**config.mk**
```make
export PLATFORM = sky130hd
export DESIGN_NAME = ifu_fetch_ctrl
export DESIGN_NICKNAME = d
export VERILOG_FILES = /design/src/rtl/ifu_fetch_ctrl.sv
export SDC_FILE = /design/constraint.sdc
export NUM_CORES = 1
export LEC_CHECK = 0
export CAP_MARGIN = 25
export CORE_UTILIZATION = 58
export DETAILED_ROUTE_END_ITERATION = 16
export DONT_BUFFER_PORTS = 1
export PLACE_DENSITY = 0.76
export SETUP_SLACK_MARGIN = 0.2
export SKIP_CTS_REPAIR_TIMING = 1
export SYNTH_ARGS = -nofsm -noshare
export SYNTH_HDL_FRONTEND = slang
export SYNTH_SLANG_ARGS = --single-unit
```
**constraint.sdc**
```tcl
create_clock -name clk -period 2.69 [get_ports clk]
set_clock_uncertainty 0.2 [all_clocks]
set_input_delay 0.807 -clock clk [delete_from_list [all_inputs] [get_ports clk]]
set_output_delay 0.807 -clock clk [all_outputs]
set_load 0.02 [all_outputs]
```
**src/rtl/ifu_fetch_ctrl.sv**
```systemverilog
// Fetch-stage sequencer: single-outstanding instruction-memory port, fetched-word hold register, fetch PC.
// Optional build macro FETCH_PERF_EN adds hand-off and decode-stall performance counters.
module ifu_fetch_ctrl #(
    parameter int                    DATA_WIDTH = 32,
    parameter logic [DATA_WIDTH-1:0] RESET_PC   = 32'h8000_0000
) (
    input  logic                  clk,
    input  logic                  rstn,
    input  logic                  redirect_valid,
    input  logic [DATA_WIDTH-1:0] redirect_pc,
    output logic                  ifu_arvalid,
    input  logic                  ifu_arready,
    output logic [DATA_WIDTH-1:0] ifu_araddr,
    input  logic                  ifu_rvalid,
    output logic                  ifu_rready,
    input  logic [DATA_WIDTH-1:0] ifu_rdata,
    input  logic [1:0]            ifu_rresp,
    output logic                  Ivalid,
    input  logic                  Dready,
    output logic [DATA_WIDTH-1:0] InstF,
    output logic [DATA_WIDTH-1:0] PCF,
    output logic [DATA_WIDTH-1:0] PCPlus4F,
    output logic                  fetch_err
`ifdef FETCH_PERF_EN
    ,
    output logic [31:0]           perf_fetch_cnt,
    output logic [31:0]           perf_stall_cnt
`endif
);

    typedef enum logic [1:0] {
        S_REQ  = 2'd0,
        S_WAIT = 2'd1,
        S_HOLD = 2'd2,
        S_DROP = 2'd3
    } state_t;

    state_t                  state_q, state_d;
    logic [DATA_WIDTH-1:0]   pc_q, pc_d;
    logic [DATA_WIDTH-1:0]   inst_q, inst_d;
    logic                    err_q, err_d;

    always_ff @(posedge clk) begin
        if (!rstn) begin
            state_q <= S_REQ;
        end else begin
            state_q <= state_d;
        end
    end

    // DROP absorbs the response of a request that was accepted before a redirect squashed it.
    always_comb begin
        state_d = state_q;
        unique case (state_q)
            S_REQ: begin
                if (ifu_arready) begin
                    state_d = redirect_valid ? S_DROP : S_WAIT;
                end
            end
            S_WAIT: begin
                if (redirect_valid) begin
                    state_d = ifu_rvalid ? S_REQ : S_DROP;
                end else if (ifu_rvalid) begin
                    state_d = S_HOLD;
                end
            end
            S_HOLD: begin
                if (redirect_valid || Dready) begin
                    state_d = S_REQ;
                end
            end
            S_DROP: begin
                if (ifu_rvalid) begin
                    state_d = S_REQ;
                end
            end
            default: state_d = S_REQ;
        endcase
    end

    always_comb begin
        ifu_arvalid = 1'b0;
        ifu_rready  = 1'b0;
        Ivalid      = 1'b0;
        if (rstn) begin
            unique case (state_q)
                S_REQ:  ifu_arvalid = 1'b1;
                S_WAIT: ifu_rready  = 1'b1;
                S_DROP: ifu_rready  = 1'b1;
                S_HOLD: Ivalid      = ~redirect_valid;
                default: ;
            endcase
        end
    end

    // A redirect always wins the PC; otherwise the PC only moves on a decode hand-off.
    always_comb begin
        pc_d   = pc_q;
        inst_d = inst_q;
        err_d  = err_q;
        if (redirect_valid) begin
            pc_d = redirect_pc;
        end else if (state_q == S_HOLD && Dready) begin
            pc_d = pc_q + DATA_WIDTH'(4);
        end
        if (state_q == S_WAIT && ifu_rvalid && !redirect_valid) begin
            inst_d = ifu_rdata;
            err_d  = (ifu_rresp != 2'b00);
        end
    end

    always_ff @(posedge clk) begin
        if (!rstn) begin
            pc_q   <= RESET_PC;
            inst_q <= '0;
            err_q  <= 1'b0;
        end else begin
            pc_q   <= pc_d;
            inst_q <= inst_d;
            err_q  <= err_d;
        end
    end

    assign ifu_araddr = pc_q;
    assign InstF      = inst_q;
    assign PCF        = pc_q;
    assign PCPlus4F   = pc_q + DATA_WIDTH'(4);
    assign fetch_err  = err_q;

`ifdef FETCH_PERF_EN
    logic [31:0] perf_fetch_q;
    logic [31:0] perf_stall_q;

    // A masked HOLD cycle under redirect is neither a hand-off nor a stall.
    always_ff @(posedge clk) begin
        if (!rstn) begin
            perf_fetch_q <= '0;
            perf_stall_q <= '0;
        end else begin
            if (Ivalid && Dready) begin
                perf_fetch_q <= perf_fetch_q + 32'd1;
            end
            if (state_q == S_HOLD && !Dready && !redirect_valid) begin
                perf_stall_q <= perf_stall_q + 32'd1;
            end
        end
    end

    assign perf_fetch_cnt = perf_fetch_q;
    assign perf_stall_cnt = perf_stall_q;
`endif

endmodule
```
---- After elaboration in Yosys (flattened, before gate mapping) ----
Index checks and enable logic that the tools add are counted.
cells by class
  add/subtract/negate cells ............... 1
  equal/unequal tests ..................... 7
  muxes and demuxes ....................... 16
  bitwise operators ....................... 1
  reduce and logical (&&, ||, !) cells .... 10
operator list
  operator                                                          count
  32-bit 2-to-1 mux                                                 2
  32-bit by 3-bit adder with 32-bit output (second input constant)  1
  2-bit 2-to-1 mux                                                  7
  2-bit case mux with 4 select lines                                1
  1-bit 2-to-1 mux                                                  6
  2-bit inequality test (second input constant)                     3
  2-bit == test (second input constant)                             2
  4-bit AND reduction                                               1
  2-bit nonzero test                                                2
  1-bit logical AND                                                 3
  3-bit inequality test (second input constant)                     1
  2-bit by 1-bit == test with 1-bit output (second input constant)  1
  2-bit logical NOT                                                 1
  2-bit OR reduction                                                1
  1-bit logical NOT                                                 1
  1-bit logical OR                                                  1
  1-bit inverter                                                    1
word-level totals
  register bits after elaboration ......... 67
  bits of input ports ..................... 72
  output and inout bits ................... 132
  word-level logic and storage cells ...... 39

---- Logic depth before layout (Yosys ltp) ----
  word-level depth ........................ 4
  depth in mapped cells ................... 7
  gate-level depth less buffers ........... 5

---- Worst setup path before layout ----
No wires, ideal clock.
  kind .................................... register to output
  from .................................... register pc_q[2] (netlist: PCF[2])
  to ...................................... output port PCPlus4F[30]
  arrival time ............................ 2.273 ns
  data required time ...................... 1.683 ns
  setup slack ............................. -0.590 ns
  stages on the path, launching flop included .. 7
  buffers on the path ..................... 1
  cells stage by stage .................... dfxtp_1 -> ha_1 -> nand3_1 -> clkbuf_1 -> nor4_1 -> and3_1 -> xor2_1
on the way
  longest elaborated chain between the ends .. 1
ends and longest elaborated chain
  element                                   line  text
  start, declared                           39    logic [DATA_WIDTH-1:0] pc_q, pc_d;
  start signal, assigned                    118   pc_q <= pc_d;
  32-bit by 3-bit adder with 32-bit output  127   assign PCPlus4F = pc_q + DATA_WIDTH'(4);
  end, declared                             22    output logic [DATA_WIDTH-1:0] PCPlus4F,
Every way passes these cells.

---- Final worst setup path ----
  from .................................... register pc_q[13] (netlist: PCF[13])
  to ...................................... output port PCPlus4F[27]
Same word-level chain as after synthesis.

==> metrics.txt <==
H-tree lvl count 3; crit path capture type primary output; drt via density roughly 6; Tmin final a little over 3 ns; area share of the largest cell type after synthesis about 33%; Highest Clock Rate ~330 MHz; total power ~2.5 mW; Crit-path slowest cell dfxtp_2; VDD IR max ~0.38 mV; dominant synthesized flop cell dfxtp_1; area delta synth->final 25.0%; PortBufs 0; Layout Nets 602; Reg area ~1400 um2; Worst-path clk slew roughly 0.070 ns; all-layer global routing usage roughly 29%; flop2flop setup slack between 0.4 and 0.5 ns; Post-DP HPWL approximately 7900 um; final cell count without fillers between 600 and 700; Hold Path Class reg2reg; placed cells 607; DIE WIDTH around 86 um; Slew @ Worst Pin just over 0.6 ns; synthesized flop and latch total 67; Root Driver clkbuf_8; final count of negative-setup-slack endpoints 21; max-slew violations 0; total gr overflow 0; fill cell count 470; Synth area leaders dfxtp_1 (33%), nand2_1 (7.8%), buf_4 (6.8%), a21boi_0 (6.3%), xnor2_1 (4.7%); final hold vios 0; Iteration-0 DRC Markers roughly 280; CTS Buf Count 9; Mapped Nets 582; RSZ-0062 raised after global routing yes; Yosys top cell by area dfxtp_1; status complete, but fails checks; Seq/Total Area, Yosys about a third; Initial Utilization around three fifths; Reg2Reg Depth 5; antenna violations before repair 1; Crit Path Category reg2out; Post-synth EDFFs 0; total core area between 6000 and 7000 um2; RR Startpoint PCF[7]; GP Congestion between 0.8 and 0.9; critical path's largest stage delay ~0.35 ns; Detailed Routing Iterations Pass 1 6; first-pass GRT wire length 16500 um; Sum Neg Setup Slack -5.18 ns; critical path required time around 1.7 ns; delay-heaviest family, CP buffers and inverters; WL final between 10000 and 15000 um; Skew-Pair Late Insertion Delay roughly 0.35 ns; largest net degree at the start of global routing 76; Rows 30; Buf+Inv Stages, Crit Path 4; hold slack final around 0.36 ns; Hold Crit Depth 2; power density over the cells about 500 nW/um2; commonest non-fill, non-tap cells in the layout nand2_1 (84), buf_4 (71), dfxtp_1 (51), a21boi_0 (34), nand3_1 (20); Max transition margin about 60%; Leak Pwr approximately 2.0 nW; Syn. warnings 0; Worst Hold Path EP InstF[22]; drc violations 0; io pins 204; syn_area_per_cell 7.99 um2; Yosys cell types 53; Max-Cap Viols 0; layout cells sized above 1 between 30% and 40%; worst reg2reg endpoint PCF[24]; CTS Buffer Depth 2; mapped cell area a little over 4000 um2; vias in the first global route roughly 3400; DR WL/cell ~18 um; Startpoint Class register; most common cell after layout, fill and taps aside nand2_1; CP cell instances buf_6 > buf_4 > nand4_1 > nor4_4 > buf_6 > nand3_2 > xnor2_2 > buf_4; die area 7350 um2; violated checks negative setup slack; Routed Antenna Nets 0; Async S/R FF share, synth 0%; CP arrival 2.05 ns; period utilisation layout 114%; dpl ws -0.0195 ns; final worst slack -0.370 ns; area of the multi-input gates 2660 um2; total number of vias about 3800; clock sink total between 60 and 70; CTS tree built; min-delay src InstF[22]; die height 85.7 um; maximum fanout along the worst path 6; Post-Syn Instances a little over 500
[worst register-to-register path, cell delays in order, from the launching register on]
cell	delay (ns)
dfxtp_4	0.37
nand4_4	0.11
buf_12	0.17
or4_4	0.59
or4_1	0.53
a31oi_1	0.16
[per-stage QoR]
step                instance area (um2)  util (%)
global placement                   4610      67.9
finish                             5080      74.8
floorplan                          4430         -
global route                       5080      74.8
detailed placement                 4610      67.9
CTS                                4830      71.0
[synth_stat cells (all sizes together) (6+ instances only)]
| cell | count |
|---|---|
| dfxtp | 67 |
| nor3 | 17 |
| xnor2 | 22 |
| buf | 42 |
| xor2 | 14 |
| o21ai | 19 |
| nand4 | 16 |
| a21oi | 8 |
| a21boi | 34 |
| nor2 | 16 |
| and4 | 9 |
| nand2b | 6 |
| nor4 | 7 |
| nand2 | 85 |
| and2 | 9 |
| nor2b | 8 |
| and3 | 15 |
| nand3 | 25 |
| clkbuf | 29 |
[sequential cells by signal, indices dropped and copies added, names as in the netlist]
| name | count |
|---|---|
| state_q | 2 |
| PCF | 32 |
| fetch_err | 1 |
| InstF | 32 |
[layer usage]
| metal | GRT usage (%) | routed length, um |
|---|---|---|
| met5 | 0 | 0 |
| met3 | 8.18 | 1100 |
| met2 | 49.1 | 5760 |
| met4 | 13.5 | 252 |
| met1 | 33.8 | 4520 |
[cell type report]
type                    count  area share [%]
flip-flops and latches     67            27.1
diodes                      1          0.0492
multi-input cells         363            52.3
inverters                   5           0.369
well taps                  96            2.36
clock inverters             5            1.18
repair buffers             83            13.6
clock buffers              11            3.00
[cell families (layout without fill, tap and decap cells)]
family / after synthesis / in the layout / share of synthesized area, %
other: 0 / 1 / 0
and+or+nand+nor: 228 / 228 / 29.0
AOI/OAI and AO/OA: 95 / 95 / 16.6
muxes: 3 / 3 / 0.738
buffers and inverters: 79 / 104 / 12.6
xor gates and xnor gates: 36 / 36 / 7.75
adders and majority gates: 1 / 1 / 0.308
DFF: 67 / 67 / 33.0
[how the worst max path moves through the flow]
| stage | end | startpoint | slack [ns] | cells past startpoint |
|---|---|---|---|---|
| CTS | PCPlus4F[15] | PCF[2] | -0.41 | 7 |
| global placement | PCPlus4F[24] | PCF[2] | -0.003 | 6 |
| finish | PCPlus4F[27] | PCF[13] | -0.37 | 8 |
| floorplan | PCPlus4F[28] | PCF[10] | -0.03 | 6 |
| detailed placement | PCPlus4F[24] | PCF[2] | -0.02 | 6 |
| global route | PCPlus4F[31] | PCF[13] | -0.38 | 8 |
[report_power, final]
group	internal, mW	switching, mW	total (mW)
Sequential	1.04	0.0720	1.11
Clock	0.486	0.418	0.904
Combinational	0.191	0.305	0.496
No activity file was read; power rests on OpenSTA's default activity.
